==> config.mk <==
export PLATFORM = sky130hd
export DESIGN_NAME = temporizador_bcd
export DESIGN_NICKNAME = d
export VERILOG_FILES = /design/src/rtl/temporizador_pkg.sv /design/src/rtl/bcd_digito_dec.sv /design/src/rtl/temporizador_bcd.sv
export SDC_FILE = /design/constraint.sdc
export NUM_CORES = 1
export LEC_CHECK = 0
export ABC_AREA = 1
export ABC_CLOCK_PERIOD_IN_PS = 3900
export CORE_MARGIN = 2
export CORE_UTILIZATION = 45
export CTS_BUF_LIST = sky130_fd_sc_hd__clkbuf_4
export CTS_CLUSTER_DIAMETER = 150
export DETAILED_ROUTE_END_ITERATION = 12
export HOLD_SLACK_MARGIN = 0.1
export PLACE_DENSITY_LB_ADDON = 0.08
export SKIP_CTS_REPAIR_TIMING = 1
export SYNTH_ARGS = -nofsm -noshare
export SYNTH_HDL_FRONTEND = slang
export SYNTH_SLANG_ARGS = --single-unit
==> constraint.sdc <==
create_clock -name clk -period 3.9 [get_ports clk]
set_input_delay 0.78 -clock clk [delete_from_list [all_inputs] [get_ports clk]]
set_output_delay 0.78 -clock clk [all_outputs]
set_load 0.02 [all_outputs]
==> src/rtl/temporizador_pkg.sv <==
// Shared constants and helpers for the BCD countdown timer.
package temporizador_pkg;

    // FSM state encodings (2-bit)
    localparam logic [1:0] ST_IDLE   = 2'd0;
    localparam logic [1:0] ST_RUN    = 2'd1;
    localparam logic [1:0] ST_PAUSED = 2'd2;
    localparam logic [1:0] ST_DONE   = 2'd3;

    // Largest legal BCD digit value
    localparam logic [3:0] BCD_MAX = 4'd9;

    // Ceiling log2, used to size the prescaler counter
    function automatic int clog2(input int value);
        int r;
        r = 0;
        for (int v = value - 1; v > 0; v = v >> 1) begin
            r++;
        end
        return r;
    endfunction

    // Saturate a nibble to a legal BCD digit
    function automatic logic [3:0] clamp_digit(input logic [3:0] d);
        return (d > BCD_MAX) ? BCD_MAX : d;
    endfunction

endpackage

==> src/rtl/bcd_digito_dec.sv <==
// One BCD digit of the countdown chain: loadable, decrements on an incoming
// borrow and wraps 0 -> 9 while passing the borrow to the next digit.
module bcd_digito_dec
    import temporizador_pkg::*;
(
    input  logic       clk,
    input  logic       reset,
    input  logic       load,
    input  logic [3:0] data,
    input  logic       dec_en,
    input  logic       borrow_in,
    output logic [3:0] digit,
    output logic       is_zero,
    output logic       borrow_out
);

    assign is_zero    = (digit == 4'd0);
    assign borrow_out = borrow_in & is_zero;

    // Digit register: load wins, otherwise decrement when a borrow reaches us
    always_ff @(posedge clk or negedge reset) begin
        if (!reset) begin
            digit <= 4'd0;
        end else if (load) begin
            digit <= data;
        end else if (dec_en && borrow_in) begin
            digit <= is_zero ? BCD_MAX : (digit - 4'd1);
        end
    end

endmodule

==> src/rtl/temporizador_bcd.sv <==
// N-digit synchronous BCD countdown timer with prescaler, start/pause,
// optional auto-reload, run/done status and a one-cycle timeout pulse.
//
// Control inputs are plain levels sampled on every rising edge; there is no
// valid/ready handshake. load beats everything; start is ignored with a zero
// count or when pause is also high.
module temporizador_bcd
    import temporizador_pkg::*;
#(
    parameter int DIGITS   = 2,
    parameter int PRESCALE = 50000000
) (
    input  logic                  clk,
    input  logic                  reset,
    input  logic                  load,
    input  logic [4*DIGITS-1:0]   data_in,
    input  logic                  start,
    input  logic                  pause,
    input  logic                  auto_reload,
    output logic [4*DIGITS-1:0]   bcd_out,
    output logic                  timeout,
    output logic                  running,
    output logic                  done,
    output logic [1:0]            state_dbg
);

    localparam int              PS_W    = (PRESCALE > 1) ? clog2(PRESCALE) : 1;
    localparam logic [PS_W-1:0] PS_LAST = PS_W'(PRESCALE - 1);

    logic [1:0]          state;
    logic [PS_W-1:0]     prescaler;
    logic [4*DIGITS-1:0] reload_reg;
    logic [4*DIGITS-1:0] load_value;
    logic [4*DIGITS-1:0] digit_data;
    logic [4*DIGITS-1:0] count;
    logic [DIGITS-1:0]   is_zero;
    logic [DIGITS:0]     borrow;
    logic                digit_load;
    logic                tick;
    logic                expiry;
    logic                upper_zero;
    logic                count_zero;
    logic                unused_borrow;

    // Saturate every incoming nibble to 9 before it is stored anywhere
    always_comb begin
        load_value = '0;
        for (int i = 0; i < DIGITS; i++) begin
            load_value[4*i +: 4] = clamp_digit(data_in[4*i +: 4]);
        end
    end

    // A tick is only processed in RUN when neither load nor pause pre-empts it
    assign tick       = (state == ST_RUN) && !load && !pause && (prescaler == PS_LAST);
    assign count_zero = &is_zero;
    assign upper_zero = ((count >> 4) == '0);
    assign expiry     = tick && upper_zero && (count[3:0] == 4'd1);

    // Auto-reload replaces the 01 -> 00 step with a direct jump to reload_reg
    assign digit_load = load | (expiry & auto_reload);
    assign digit_data = load ? load_value : reload_reg;
    assign borrow[0]  = tick;

    // The top digit never borrows while running (count is never 0 in RUN)
    assign unused_borrow = borrow[DIGITS];

    genvar g;
    generate
        for (g = 0; g < DIGITS; g++) begin : g_digit
            bcd_digito_dec u_digit (
                .clk        (clk),
                .reset      (reset),
                .load       (digit_load),
                .data       (digit_data[4*g +: 4]),
                .dec_en     (tick),
                .borrow_in  (borrow[g]),
                .digit      (count[4*g +: 4]),
                .is_zero    (is_zero[g]),
                .borrow_out (borrow[g+1])
            );
        end
    endgenerate

    // Prescaler: cleared by load, counts in RUN, holds while paused to keep phase
    always_ff @(posedge clk or negedge reset) begin
        if (!reset) begin
            prescaler <= '0;
        end else if (load) begin
            prescaler <= '0;
        end else if ((state == ST_RUN) && !pause) begin
            prescaler <= (prescaler == PS_LAST) ? '0 : (prescaler + PS_W'(1));
        end
    end

    // Reload value captured (clamped) on every load
    always_ff @(posedge clk or negedge reset) begin
        if (!reset) begin
            reload_reg <= '0;
        end else if (load) begin
            reload_reg <= load_value;
        end
    end

    // Timeout pulse lines up with bcd_out showing the post-expiry value
    always_ff @(posedge clk or negedge reset) begin
        if (!reset) begin
            timeout <= 1'b0;
        end else begin
            timeout <= expiry;
        end
    end

    // Control FSM: IDLE/PAUSED wait for start, RUN counts, DONE waits for load
    always_ff @(posedge clk or negedge reset) begin
        if (!reset) begin
            state <= ST_IDLE;
        end else if (load) begin
            state <= ST_IDLE;
        end else begin
            case (state)
                ST_IDLE, ST_PAUSED: begin
                    if (start && !pause && !count_zero) begin
                        state <= ST_RUN;
                    end
                end
                ST_RUN: begin
                    if (pause) begin
                        state <= ST_PAUSED;
                    end else if (expiry && !auto_reload) begin
                        state <= ST_DONE;
                    end
                end
                ST_DONE: begin
                    state <= ST_DONE;
                end
                default: begin
                    state <= ST_IDLE;
                end
            endcase
        end
    end

    assign bcd_out   = count;
    assign running   = (state == ST_RUN);
    assign done      = (state == ST_DONE);
    assign state_dbg = state;

endmodule

## Yosys cells after proc, flatten, opt, wreduce, memory -nomap -nowiden

Cells that the tools add are included.

- Register bits after elaboration: 45
- Input bits: 14
- Output and inout port bits: 13
- Logic and storage cells: 62

- Add/sub/neg operators: 3
- Magnitude comparators: 2
- Equality and inequality tests: 7
- Mux-type cells: 17
- Bitwise logic cells: 3
- Reduce and logical (&&, ||, !) cells: 24

Operator list:

| cell | count |
|---|---|
| 26-bit 2-to-1 mux | 3 |
| 4-bit 2-to-1 mux | 8 |
| 26-bit by 1-bit adder with 26-bit output (second input constant) | 1 |
| 26-bit equality test (second input constant) | 1 |
| 1-bit logical AND | 10 |
| 4-bit > comparator (second input constant) | 2 |
| 4-bit logical NOT | 2 |
| 8-bit logical NOT | 1 |
| 2-bit 2-to-1 mux | 4 |
| 8-bit 2-to-1 mux | 1 |
| 4-bit by 1-bit subtractor with 4-bit output (second input constant) | 2 |
| 2-bit case mux with 3 select lines | 1 |
| 2-bit nonzero test | 3 |
| 2-bit equality test (second input constant) | 2 |
| 4-bit by 1-bit equality test with 1-bit output (second input constant) | 1 |
| 1-bit logical NOT | 4 |
| 4-bit by 3-bit != test with 1-bit output (second input constant) | 1 |
| 2-bit AND reduction | 2 |
| 3-bit != test (second input constant) | 1 |
| 1-bit bitwise AND | 2 |
| 2-bit by 1-bit equality test with 1-bit output (second input constant) | 1 |
| 2-bit logical NOT | 1 |
| 2-bit OR reduction | 1 |
| 1-bit OR | 1 |

## Longest topological paths before layout

- Word-level depth: 11
- Depth in mapped cells: 12
- Depth with buffers taken out: 12

## Modules after synthesis

Synthesis repeated with hierarchy kept, for this count alone.

- Cell total of the unflattened synthesis: 383
- Area total of the unflattened synthesis: 2,871.5 um^2

By module, submodules not included:

| module | instances | cells an instance | area each (um^2) | sequential area each (um^2) |
|---|---|---|---|---|
| temporizador_bcd | 1 | 301 | 2,328.5 | 925.9 |
| bcd_digito_dec | 2 | 41 | 271.5 | 100.1 |

## Worst setup path after synthesis

OpenSTA, ideal clock, no wires.

- Kind: flip-flop to flip-flop
- Start point: register state[0], in the netlist state_dbg[0]
- End point: register state[1], in the netlist state_dbg[1]
- Setup time: 0.118 ns
- Arrival time: 1.697 ns
- Data required time: 3.782 ns
- Setup slack: 2.086 ns
- Cell stages (with the launch flop): 12
- Buffers on the path: 0
- Period minus slack after synthesis: 1.814 ns
- Cells stage by stage: dfrtp_1 -> inv_1 -> nor2_2 -> nand2_2 -> nor2_8 -> inv_2 -> nor3_4 -> nand3_2 -> nand2_2 -> nand2_1 -> nand2_1 -> nand2_1

- Word-level cells in the longest chain between the ends: 9
- Elaborated cells between the ends (all ways): 16
- Those cells by class: eq/ne: 5; mux: 2; reduce/logical: 9

Ends and longest elaborated chain:

| element | RTL line | text |
|---|---|---|
| start, declared | temporizador_bcd.sv:30 | `logic [1:0] state;` |
| start signal, assigned | temporizador_bcd.sv:116 | `state <= ST_IDLE;` |
| start signal, assigned | temporizador_bcd.sv:118 | `state <= ST_IDLE;` |
| start signal, assigned | temporizador_bcd.sv:123 | `state <= ST_RUN;` |
| 2-bit by 1-bit equality test with 1-bit output * | -- |  |
| net running | temporizador_bcd.sv:22 | `output logic running,` |
| 1-bit logical AND (3 in a row) | temporizador_bcd.sv:54 | `assign tick = (state == ST_RUN) && !load && !pause && (prescaler == PS_LAST);` |
| 1-bit logical AND (2 in a row) | temporizador_bcd.sv:57 | `assign expiry = tick && upper_zero && (count[3:0] == 4'd1);` |
| 1-bit logical AND | temporizador_bcd.sv:129 | `end else if (expiry && !auto_reload) begin` |
| 4-bit by 3-bit != test with 1-bit output (no source line) | -- |  |
| 2-bit AND reduction (no source line) | -- |  |

The timed path passes the listed nets; every way through them passes the cells marked *.
A chain may end at the register's enable or synchronous reset.

## Final worst setup path

- Start point: input load
- End point: register prescaler[25]

- Word-level cells in the longest chain between the ends: 1
- Elaborated cells between the ends (all ways): 2
- Those cells by class: mux: 1; reduce/logical: 1

Ends and longest elaborated chain:

| element | RTL line | text |
|---|---|---|
| start, declared | temporizador_bcd.sv:15 | `input logic load,` |
| 26-bit 2-to-1 mux or 2-bit nonzero test (tied branches) | -- |  |
| end signal, assigned | temporizador_bcd.sv:91 | `prescaler <= (prescaler == PS_LAST) ? '0 : (prescaler + PS_W'(1));` |
| end, declared | temporizador_bcd.sv:31 | `logic [PS_W-1:0] prescaler;` |

Several ways; a longest one is shown, not always the timed one.

==> impl_metrics.yaml <==
global_routing:
  first_pass_grt_wire_length_um: 11200
  grt_overflow: 0
  gr-usage-all-layers: 0.194
  antenna_found_initial: 0
  grt_pass1_vias: 2441
  grt_max_degree: 46
worst_setup_path:
  cpMostUsedCell: "nand2_1"
  crit_start: "load"
  rr_startpoint: "prescaler[0]"
  critPathKind: "in2reg"
  endpoint_of_the_most_critical_setup_path: "prescaler[25]"
  path_max_fanout: 26
  critPathArrivalTime_ps: 2740
  reg2reg_depth: 10
  required_ps: 4180
  crit_slowest_cell: "clkdlybuf4s50_1"
  critical_path.reg2reg.endpoint: "g_digit[0].u_digit.digit[1]"
  cp_slowest_stage_delay_ps: 660
  worst_setup_path_start_kind: "primary input"
  end_kind: "flip-flop"
  setup.reg_to_reg.worst_slack_ps: 1890
  timing.critical_path.cells: "clkdlybuf4s50_1 -> inv_2 -> nand2_1 -> inv_1 -> nand2_1 -> a21oi_1"
timing:
  final_slew_violations: 0
  relSlewSlack: 0.315
  rsz_0062_raised_after_global_routing: "no"
  min_period_over_period: 0.631
  crit_path_time_final_ps: 2460
  hold_viol: 0
  finalSetupTns_ps: 0
  fmax_mhz: 407
  tightest_slew_ps: 1030
  report.final.setup_viol: 0
  timing.clock.skew_ps: 11.6
clock_network:
  clock_tree.buffer_depth: 2
  cts-root-buf: "clkbuf_4"
  clock_sink_count: 45
  tritoncts.num_buffers: 5
  cts_tree: "yes"
  path_clk_slew_ps: 130
  htreeDepth: 2
  clk_latency_ps: 350
placement:
  gp_routability_congestion: 0.810
  hpwl_um: 4760
  post_place_instance_area_um2: 3120
  numPortBuffers: 26
floorplan:
  floorplan.io_pins: 27
  fp.dieArea_um2: 6890
  fp-row-count: 28
  die-width_um: 83.0
  initial_utilization: 0.469
  dieHeight_um: 83.0
  floorplan.core_area_um2: 5990
power:
  internal_power_uw: 628
  total_switching_power_uw: 290
  cellLeakagePower_uw: 0.00147
  pwr-share-seq: 0.558
  power.combinational.fraction: 0.199
  clock_network_power_share: 0.243
  switching_share: 0.316
  vdd.ir_drop.worst_mv: 0.156
  cellPowerDensity_nw_per_um2: 289
yosys:
  syn-instance-count: 385
  synth_edf_count: 0
  synth_cell_type_count: 37
  synthDominantAreaCellType: "dfrtp_1"
  ys.warnings.count: 0
  yosys_register_bits: 45
  yosys-top-cells-area: "dfrtp_1 40%, nand2_1 12%, nand3_1 6.8%"
  syn_area_um2: 2810
  synth.yosys.seq_area_share: 0.401
  syn_avg_cell_area_um2: 7.29
  synthArstFlopShare: 1.00
  synth_most_common_cell: "nand2_1"
  yosys-top-cells-count: "92 x nand2_1, 49 x inv_1, 45 x dfrtp_1"
  synth_ff_type: "dfrtp_1"
  yosysTopAreaCellShare: 0.401
  syn-num-nets: 400
worst_hold_path:
  holdCritPathClass: "reg2reg"
final_layout:
  nNetsFinal: 427
  largest_reg_flops: 26
  drive_gt1_frac: 0.102
  syn_to_final_growth_pct: 12.9
  n_antenna_cell: 0
  finish.instance_area_um2: 3170
job:
  drv.max_cap_violation_count: 0
routing:
  drt-wirelength-per-cell_um: 13.2
  vias: 2593
  drt_iter0_drcs: 216
  routed_wl_um: 6450
  route.detailed.drc: 0
  post_drt_via_cell_ratio: 5.31
  dr.pass1.iters: 4
  antenna_violating_nets_post_route: 0
outcome:
  status: "completed"
[power by group through the flow]
stage | Combinational (uW) | Sequential [uW] | Clock [uW]
finish | 183 | 512 | 223
global route | 205 | 515 | 251
CTS | 185 | 512 | 233
detailed placement | 185 | 520 | 0
global placement | 183 | 521 | 0
floorplan | 91.3 | 533 | 0
[worst min path at each step]
| stage | startpoint | slack, ps | cells past startpoint | endpoint |
|---|---|---|---|---|
| floorplan | reload_reg[3] | 440 | 2 | reload_reg[3] |
| global placement | reload_reg[2] | 460 | 2 | reload_reg[2] |
| detailed placement | reload_reg[3] | 460 | 2 | reload_reg[3] |
| CTS | reload_reg[3] | 500 | 2 | reload_reg[3] |
| global route | reload_reg[2] | 510 | 2 | reload_reg[2] |
| finish | reload_reg[3] | 490 | 2 | reload_reg[3] |
[worst max-delay path: cells and delay by family]
family,cells,cell delay [ps]
AOI/OAI and AO/OA,1,140
buffers and inverters,3,1430
and+or+nand+nor,2,380
[metrics by stage]
| stage | power, uW | setup slack [ps] | std cells | util | hold slack (ps) |
|---|---|---|---|---|---|
| final | 917 | 1440 | 488 | 0.529 | 493 |
| after floorplan | 624 | 2090 | 385 | - | 438 |
| after detailed placement | 705 | 1060 | 480 | 0.521 | 465 |
| after global routing | 972 | 1310 | 488 | 0.529 | 512 |
| after global placement | 704 | 1110 | 480 | 0.521 | 464 |
| after CTS | 931 | 1450 | 488 | 0.529 | 496 |
[metal layers]
metal | global-route usage | up-vias | share of wire
li1 | - | 1319 | -
met4 | 0.0447 | 0 | 0.0071
met1 | 0.269 | 1199 | 0.47
met5 | 0 | - | 0
met2 | 0.315 | 71 | 0.47
met3 | 0.0388 | 4 | 0.054
[layout make-up]
class / instances / area [um2]
well taps: 75 / 93.8
fillers: 593 / 2820
repair buffers: 27 / 263
flip-flops and latches: 45 / 1130
clock buffers: 5 / 37.5
inverters: 59 / 221
clock inverters: 3 / 12.5
multi-input cells: 274 / 1420
[cells in the final DEF, fill, tap and decap left out, types with 2 or more instances in the layout]
| master | Yosys | layout |
|---|---|---|
| inv_2 | 8 | 8 |
| nand4_1 | 8 | 8 |
| o22ai_1 | 11 | 11 |
| nor2_8 | 2 | 2 |
| a21oi_1 | 15 | 15 |
| nor3_1 | 12 | 12 |
| nand2_2 | 5 | 5 |
| xor2_1 | 4 | 4 |
| o21ai_0 | 17 | 17 |
| clkinv_1 | 2 | 4 |
| dfrtp_1 | 45 | 45 |
| a22oi_1 | 3 | 3 |
| clkbuf_4 | 0 | 5 |
| nand3_1 | 38 | 38 |
| nor2_1 | 29 | 29 |
| nand2_1 | 92 | 92 |
| nor2_2 | 10 | 10 |
| a31oi_1 | 2 | 2 |
| inv_1 | 49 | 49 |
| o21ai_1 | 10 | 10 |
| nor2_4 | 3 | 3 |
| clkdlybuf4s50_1 | 0 | 25 |
[logic make-up after synthesis]
logic type	after synthesis	synth area share
and+or+nand+nor	207	0.364
buffers and inverters	66	0.0945
AOI/OAI and AO/OA	62	0.123
DFF	45	0.401
xor gates and xnor gates	4	0.0125
adders and majority gates	1	0.00446
Power figures use the tool's default switching activity.
==> edit 1 (same flow settings) <==
Register the output `bcd_out`, cleared by the reset; this adds one clock of latency there. The other outputs are not delayed to match.
--- a/src/rtl/temporizador_bcd.sv
+++ b/src/rtl/temporizador_bcd.sv
@@ -141,5 +141,11 @@
     end
 
-    assign bcd_out   = count;
+    always_ff @(posedge clk or negedge reset) begin
+        if (!reset) begin
+            bcd_out <= '0;
+        end else begin
+            bcd_out <= count;
+        end
+    end
     assign running   = (state == ST_RUN);
     assign done      = (state == ST_DONE);
Check against the original RTL: not equivalent (Yosys sat finds a counterexample within 4 cycles, from zero or initial values and one cycle with reset low).
==> edit 1 against the unedited design <==
- sequential cell count up 8
- critical path depth up 2
- routed wire length up 1.2%
- utilization down 1.2 points
- first-iteration DRC count down 53%
- synthesized cell count up 1.8%
- synthesized area up 9.9%
- clock skew up 0.0075 ns
- sequential power up 19%
- hold slack worse by 0.040 ns
- power up 22%
- final area up 9.6%
- worst setup slack about the same
- critical endpoint is now prescaler[19]
==> edit 1: results (changes against the unedited design) <==
yosys:
  synth_top_area_frac: 0.430  # +0.0286
  synthTopCellsByCount: "nand2_1 (106), dfrtp_1 (53), inv_1 (45)"
  synth.avg_cell_area_sq_um: 7.87  # +8.0%
  syn_nets: 407  # +1.8%
  ys_types: 39  # +5.4%
  ys_seq_area_frac: 0.430  # +0.0286
  synth_compound_area_frac: 0.0888  # -0.0347
clock_network:
  clk_latency_ns: 0.39  # +0.04 ns
  clk_pin_slew_ns: 0.16  # +0.03 ns
  cts.sinks: 53  # +18%
place:
  dpl_cell_area_sq_um: 3390  # +8.7%
  place_congestion: 0.864  # +6.6%
  dpl.hpwl_um: 4900  # +3.0%
layout:
  drive_gt1_frac: 0.112  # +0.0102
  inverters: 50  # -15%
  buffers_excl_clock: 28  # +3.7%
  seq_share: 0.382  # +0.0264
  clkCellAreaFrac: 0.0245  # +0.00869
  final_nets: 434  # +1.6%
  multi_input_gates: 281  # +2.6%
  multi_input_area_sq_um: 1510  # +6.4%
  fin_area_sq_um: 3480  # +9.6%
hold_path:
  hp-class: "input pin to async pin"
sta:
  skew_ns: 0.0191  # +0.00749 ns
floorplan:
  die-width_um: 86.8  # +4.6%
power_and_ir_drop:
  p_leak_uw: 0.00163  # +11%
  p_switching_uw: 326  # +13%
  vdd_drop_max_mv: 0.169  # +8.3%
  pg_clk_uw: 329  # +48%
outcome:
  status: "complete, no violations"
routing:
  drtIter0Drc: 102  # -53%
  avgRoutedWirePerCell_um: 13.1  # -1.3%
  wl_um: 6530  # +1.2%
  vias_per_cell: 5.08  # -4.4%
critical_path:
  r2r-end: "prescaler[19]"
  arrival_ns: 2.80  # +0.06 ns
  r2r_setup_slack_ns: 1.76  # -0.13 ns
global_routing:
  grt_max_degree: 36  # -22%
-- edit 1: changes by cell type after synthesis, sizes merged, moves of 3 or more --
cell | unedited run | this run
xor2 | 4 | 10
nand2 | 98 | 112
dfrtp | 45 | 53
nand3 | 40 | 32
nor3 | 14 | 8
nor2 | 44 | 51
o21ai | 27 | 24
a21oi | 15 | 5
nand4 | 9 | 12
inv | 57 | 50
-- edit 1: how the worst max path moves through the flow --
stage / depth (start not counted) / slack, ns / endpoint / startpoint
floorplan: 8 / 2.17 / prescaler[13] / pause
global placement: 5 / 1.08 / prescaler[1] / load
detailed placement: 8 / 0.99 / prescaler[19] / load
CTS: 8 / 1.44 / prescaler[19] / load
global route: 8 / 1.20 / prescaler[19] / load
finish: 8 / 1.44 / prescaler[19] / load
-- edit 1: routing by layer --
metal / vias up / GRT usage / wire, um
met5: - / 0 / 0
met4: 0 / 0.0455 / 69
met3: 6 / 0.0286 / 177
met2: 36 / 0.334 / 3280
met1: 1182 / 0.246 / 3000
li1: 1317 / - / -
==> edit 2 (same flow settings) <==
Without the edit above. `DIGITS`: 2 -> 4.
--- a/src/rtl/temporizador_bcd.sv
+++ b/src/rtl/temporizador_bcd.sv
@@ -8,5 +8,5 @@
     import temporizador_pkg::*;
 #(
-    parameter int DIGITS   = 2,
+    parameter int DIGITS   = 4,
     parameter int PRESCALE = 50000000
 ) (
Ports: changed (resized bcd_out and data_in); port bits go from 27 to 43. No check against the original RTL was run, so the function may have changed too.
==> edit 2 against the unedited design <==
- sequential cell count increased by 16
- non-clock buffer count rose by 19
- final area up 32%
- final cell count is 32% higher
- via count grew 28%
- worst setup slack worse by 0.060 ns
- synthesized area grew 27%
- routed wire length increased by 39%
- power is 56% higher
- utilization up 1.6 points
- sequential power up 39%
- register-to-register slack got worse by 0.15 ns
==> edit 2: results (changes against the unedited design) <==
clock_network:
  htree_num_levels: 3  # +1
  cts_root_buffer: "clkbuf_4"
  clockBufferDepth: 2  # unchanged
  clk_latency_ns: 0.42  # +0.07 ns
  cts_buffers: 9  # +4
  clk_pin_slew_ns: 0.09  # -0.04 ns
sta:
  skew_ns: 0.0210  # +0.00935 ns
  holdWs_ns: 0.465  # -0.0271 ns
  tightest_slew_ns: 0.829  # -0.198 ns
routing:
  wl_met1_um: 3870  # +27%
  met3_length_um: 352  # +1.1%
  route.met2.wl_um: 4630  # +54%
  drtIter0Drc: 165  # -24%
  vias_per_cell: 5.16  # -2.9%
  avgRoutedWirePerCell_um: 14.0  # +5.6%
global_routing:
  grt_pass1_vias: 3223  # +32%
  grt_pass1_wl_um: 15100  # +35%
  track_usage: 0.224  # +0.0300
  antenna_found_initial: 0  # unchanged
  grt_max_degree: 38  # -17%
power_and_ir_drop:
  vdd_drop_max_mv: 0.210  # +35%
  p_leak_uw: 0.00195  # +32%
place:
  portBuffers: 42  # +62%
  place_congestion: 0.888  # +9.6%
  dpl.hpwl_um: 6740  # +42%
critical_path:
  r2r_setup_slack_ns: 1.74  # -0.15 ns
  r2r-end: "g_digit[3].u_digit.digit[2]"
  crit_fanout: 20  # -23%
  r2r-start: "g_digit[2].u_digit.digit[0]"
  arrival_ns: 2.86  # +0.12 ns
  rr_worst_depth: 11  # +1
yosys:
  synth.area.top_cells: "dfrtp_1 (43%), nand2_1 (16%), nand3_1 (7.3%)"
  synthTopCellsByCount: "nand2_1 (156), dfrtp_1 (61), nand3_1 (52)"
  ys_seq_area_frac: 0.429  # +0.0278
  syn_nets: 512  # +28%
  ys_types: 35  # -5.4%
  async_flop_share: 1.00  # unchanged
hold_path:
  hp-class: "input pin to async pin"
layout:
  nFillCells: 759  # +28%
  drive_gt1_frac: 0.0832  # -0.0185
  antennaDiodeCount: 0  # unchanged
  final_nets: 559  # +31%
outcome:
  status: "complete, no violations"
[edit 2: changes by cell type in the layout (fill, tap and decap cells not counted), moves of 4 or more]
cell             change
a21oi_1              -7
clkbuf_4             +5
clkdlybuf4s50_1     +16
dfrtp_1             +16
nand2_1             +64
nand3_1             +14
nor2_1              +15
nor2_2               -4
o21ai_0             +12
o21ai_1             -10
xor2_1               +6
[edit 2: layer usage]
metal	up-vias	global-route usage
met3	12	0.0594
li1	1691	-
met4	0	0.0833
met1	1544	0.271
met2	69	0.383
met5	-	0
[edit 2: metrics by stage]
step | setup WS (ns) | area [sq um] | std cells | utilization
after floorplan | 1.90 | 3560 | 489 | -
after global placement | 1.03 | 4060 | 627 | 0.528
after detailed placement | 0.952 | 4060 | 627 | 0.528
after CTS | 1.39 | 4190 | 643 | 0.545
after global routing | 1.18 | 4190 | 643 | 0.545
final | 1.38 | 4190 | 643 | 0.545
[edit 2: power breakdown]
part	leakage [uW]	internal [uW]	switching, uW	total (uW)
Sequential	0.000798	672	40.8	713
Combinational	0.00107	121	177	298
Clock	0.0000773	196	228	424
Total	0.00195	989	446	1440
[edit 2: worst max-delay path: stages]
cell,delay (ns)
clkdlybuf4s50_1,0.72
nor2_4,0.28
inv_2,0.10
nor2_8,0.16
nand3_4,0.16
nand2_4,0.24
inv_2,0.13
nand2_1,0.14
nand2_1,0.08
nand2_1,0.06
[edit 2: logic make-up (layout without fill, tap and decap cells)]
| logic type | Yosys count | in the layout | synth area share |
|---|---|---|---|
| AND/OR/NAND/NOR | 292 | 292 | 0.368 |
| XOR/XNOR | 11 | 11 | 0.0271 |
| buffers and inverters | 65 | 117 | 0.0777 |
| flip-flops | 61 | 61 | 0.429 |
| adder cells (fa/ha/maj) | 1 | 1 | 0.00351 |
| AO/OA/AOI/OAI | 59 | 59 | 0.0953 |
[edit 2: how the worst max path moves through the flow]
stage | from | endpoint
4_1_cts | load | g_digit[3].u_digit.digit[1]
2_1_floorplan | load | prescaler[15]
3_5_place_dp | load | g_digit[3].u_digit.digit[1]
3_3_place_gp | load | g_digit[3].u_digit.digit[3]
6_report | load | g_digit[3].u_digit.digit[2]
5_1_grt | load | g_digit[3].u_digit.digit[2]
[edit 2: area by class of cell]
type | instances | area (sq um) | area share
Multi-Input combinational cell | 363 | 1760 | 0.419
Tap cell | 102 | 128 | 0.0304
Sequential cell | 61 | 1530 | 0.364
Clock buffer | 10 | 75.1 | 0.0179
Inverter | 55 | 206 | 0.0493
Clock inverter | 6 | 53.8 | 0.0128
Timing Repair Buffer | 46 | 445 | 0.106
